==> src/rtl/simon_pkg.sv <==
// Types shared by the blinker, pattern memory and input checker.
package simon_pkg;

    localparam int NUM_LEDS = 4;

    typedef logic [1:0] led_idx_t;

    typedef enum logic [2:0] {
        IDLE,
        LOAD,
        WAIT_PRESS,
        COMPARE,
        WAIT_RELEASE,
        PASS,
        FAIL
    } chk_state_t;

endpackage

==> src/rtl/key_debouncer.sv <==
// Accepts a key once exactly one button has been low for DEB_CYCLES consecutive
// cycles; reports release once all buttons have been high for DEB_CYCLES cycles.
module key_debouncer
    import simon_pkg::*;
#(
    parameter int unsigned DEB_CYCLES = 20
) (
    input  logic                clk,
    input  logic                reset,
    input  logic [NUM_LEDS-1:0] btn_n,
    output logic                pressed,
    output led_idx_t            idx,
    output logic                released
);

    localparam int CW = $clog2(DEB_CYCLES + 1);
    localparam logic [CW-1:0] FULL = CW'(DEB_CYCLES);
    localparam logic [CW-1:0] LAST = CW'(DEB_CYCLES - 1);

    logic [NUM_LEDS-1:0] low;
    logic                one_low;
    led_idx_t            low_idx;

    logic [CW-1:0] cnt_q, cnt_d;
    logic [CW-1:0] rel_q, rel_d;
    led_idx_t      key_q, key_d;
    logic          pressed_q, pressed_d;

    always_comb begin
        low     = ~btn_n;
        one_low = $onehot(low);
        low_idx = '0;
        for (int i = 0; i < NUM_LEDS; i++) begin
            if (low[i]) low_idx = led_idx_t'(i);
        end
    end

    always_comb begin
        cnt_d     = cnt_q;
        key_d     = key_q;
        pressed_d = 1'b0;
        rel_d     = rel_q;

        // A different key, or several keys at once, restarts the count.
        if (one_low) begin
            if (cnt_q == '0 || low_idx != key_q) begin
                key_d     = low_idx;
                cnt_d     = CW'(1);
                pressed_d = (FULL == CW'(1));
            end else if (cnt_q != FULL) begin
                cnt_d     = cnt_q + CW'(1);
                pressed_d = (cnt_q == LAST);
            end
        end else begin
            cnt_d = '0;
        end

        if (low == '0) begin
            if (rel_q != FULL) rel_d = rel_q + CW'(1);
        end else begin
            rel_d = '0;
        end
    end

    always_ff @(posedge clk or negedge reset) begin
        if (!reset) begin
            cnt_q     <= '0;
            rel_q     <= '0;
            key_q     <= '0;
            pressed_q <= 1'b0;
        end else begin
            cnt_q     <= cnt_d;
            rel_q     <= rel_d;
            key_q     <= key_d;
            pressed_q <= pressed_d;
        end
    end

    assign pressed  = pressed_q;
    assign idx      = key_q;
    assign released = (rel_q == FULL);

endmodule

==> config.mk <==
export PLATFORM = sky130hd
export DESIGN_NAME = key_debouncer
export DESIGN_NICKNAME = d
export VERILOG_FILES = /design/src/rtl/simon_pkg.sv /design/src/rtl/key_debouncer.sv
export SDC_FILE = /design/constraint.sdc
export NUM_CORES = 1
export LEC_CHECK = 0
export BUFFER_PORTS_ARGS = -buffer_cell sky130_fd_sc_hd__buf_4
export CORE_MARGIN = 8
export CORE_UTILIZATION = 36
export CTS_CLUSTER_SIZE = 24
export DETAILED_ROUTE_END_ITERATION = 8
export GPL_TIMING_DRIVEN = 0
export PLACE_DENSITY = 0.57
export SYNTH_ARGS = -nofsm -noshare
export SYNTH_HDL_FRONTEND = slang
export SYNTH_SLANG_ARGS = --single-unit
==> constraint.sdc <==
create_clock -name clk -period 2.15 [get_ports clk]
set_input_delay 0.215 -clock clk [delete_from_list [all_inputs] [get_ports clk]]
set_output_delay 0.215 -clock clk [all_outputs]
set_load 0.01 [all_outputs]
==> reports/metrics.yaml <==
placement:
  dp_hpwl_um: 1025
  place_congestion: 0.7597
  io_buffers: 9
  place_area_um2: 875.8
  pre_cts_ws_ps: -186.8
worst_setup_path:
  critPathRequiredTime_ps: 2350
  crit_type: "in -> reg"
  reg2reg_depth: 6
  cp-end-kind: "register"
  crit_path_start_kind: "primary input"
  r2r_setup_slack_ps: 540
  crit_arrival_ps: 2180
  r2r-start: "cnt_q[0]$_DFFE_PN0P_"
  rr_endpoint: "cnt_q[4]$_DFFE_PN0P_"
  cp_max_fo: 4
timing:
  slew_violations: 0
  relSlewSlack: 0.6435
  worst_pin_slew_ps: 529.2
  fin_crit_ps: 1977
  fin_crit_sh: 0.9195
  finalSetupViolCount: 0
  max_freq_ghz: 0.5058
  fin_ws_ps: 173.0
  hold_viol_final: 0
  skew_ps: 4.235
  holdWs_ps: 157.2
  rsz0062_at_grt: "false"
die:
  core_um2: 2002
  dieWidth_um: 62.38
  die_h_um: 62.38
  rows: 16
  initial_core_util: 0.3869
  die_area_um2: 3891
  io_pins: 10
power_and_ir_drop:
  p_per_area_nw_per_um2: 643.9
  ir_worst_vdd_mv: 0.3221
  leakage_nw: 0.4127
  power.total_w: 0.0005970
synthesis:
  synth.distinct_cells: 25
  syn_inst: 79
  yosysTopAreaCell: "dfrtp_1"
  seq_area_frac_synth: 0.4200
  synth_seq_cells: 13
  ys.warnings.count: 0
  netlist_area_um2: 774.5
  synth.top_cell.area_share: 0.4200
  synth-edff-count: 0
  synth.avg_cell_area_um2: 9.804
  synthTopCellsByArea: "dfrtp_1 42%, ha_1 11%, nor2_1 6.8%"
  synth-main-ff-cell: "dfrtp_1"
  syn_nets: 93
  synthArstFlopShare: 1.000
clocking:
  cts_root_buffer: "clkbuf_4"
  clk_pin_slew_worst_paths_ps: 80
  cts_made_buffers: 3
  cts_resized: 0
  worstSkewPairLatency_ps: 270
  cts_tree: "done"
  cts.htree.levels: 1
  cts_sinks: 13
  clockBufferDepth: 2
global_routing:
  grt-ovfl-total: 0
  antenna_found_initial: 0
  grt_pass1_wl_um: 2352
  grt_max_degree: 14
  grt_pass1_vias: 567
  gr-usage-all-layers: 0.07412
routing:
  viasPerCell: 4.754
  post_drt_wl_per_cell_um: 10.79
  drtIter0Drc: 7
  wirelength_um: 1316
  drtPass1Iterations: 4
  drtAntennaViolNets: 0
  num_vias: 580
  drc: 0
run:
  cap_violations: 0
min_path:
  hp-class: "in -> reg"
  hold_depth: 2
  hold_path_startpoint: "btn_n[2]"
  min_to: "idx[1]$_DFFE_PN0P_"
finish:
  final_common_cell: "nor2_1"
  fin_util: 0.4631
  layout-drive-gt1-share: 0.1895
  final_cell_mix: "14 x nor2_1, 13 x dfrtp_1, 11 x buf_4"
  nets: 110
  n_antenna_cell: 0
  syn_to_final_growth_pct: 19.71
  final_area_um2: 927.1
run_status:
  outcome: "completed"
cell type report:
type,instances,area [um2]
plain buffers,1,5.005
repair buffers,12,92.59
clock buffers,4,26.28
multi-input cells,58,417.9
fillers,213,1075
well taps,27,33.78
flip-flops and latches,13,325.3
inverters,7,26.28
cells in the mapped netlist, types with 2 or more instances:
cell / instances
nand2_1: 4
o21ai_0: 3
nor2_1: 14
a21oi_1: 3
ha_1: 7
xor2_1: 2
nand3_1: 5
xnor2_1: 5
inv_1: 7
nor3_1: 2
dfrtp_1: 13
sequential cells by signal (all words and copies together), names as in the netlist:
name,count
cnt_q,5
rel_q,5
idx,2
pressed,1
critical path, stage by stage:
cell and delay (ps):
buf_4 120, fa_1 520, inv_1 40, ha_1 170
ha_1 300, nor3b_4 240, nor2b_1 170, o21ai_0 210
a21oi_1 180
metrics by stage:
step                      setup TNS [ps]  cells
final                                  0    122
after global routing                   0    122
after CTS                              0    120
after detailed placement          -695.5    115
after global placement            -625.1    115
after floorplan                        0     79
worst max path at each step:
stage	end	cells after the start	start
floorplan	cnt_q[2]$_DFFE_PN0P_	8	btn_n[0]
global placement	cnt_q[2]$_DFFE_PN0P_	9	btn_n[0]
detailed placement	cnt_q[2]$_DFFE_PN0P_	9	btn_n[0]
CTS	cnt_q[2]$_DFFE_PN0P_	9	btn_n[0]
global route	cnt_q[2]$_DFFE_PN0P_	9	btn_n[0]
finish	cnt_q[2]$_DFFE_PN0P_	9	btn_n[0]
per-layer routing:
metal / up-vias / wire length, um / global-route usage
met5: - / 0 / 0
met2: 10 / 604 / 0.1022
li1: 297 / - / -
met1: 271 / 616 / 0.09290
met3: 2 / 68 / 0.02688
met4: 0 / 27 / 0.05128
cell families (layout without fill, tap and decap cells):
kind of cell	after synthesis	in the layout	synth area share
and+or+nand+nor	33	33	0.2359
DFF	13	13	0.4200
adders and majority gates	8	8	0.1389
AOI/OAI and AO/OA	8	8	0.05815
buffers and inverters	8	24	0.04039
xor gates and xnor gates	7	7	0.07916
muxes	2	2	0.02746
where the power goes:
part | total (W) | internal, W | switching, W
sequential | 0.000288 | 0.000264 | 0.0000243
clock | 0.000149 | 0.0000717 | 0.0000775
combinational | 0.000160 | 0.0000866 | 0.0000731
repair_timing:
action	CTS	global route
setup endpoints to repair	0	3
hold buffers	1	0
endpoints found under the hold margin	13	0
buffers inserted	0	2
(Power assumes the default switching activity.)
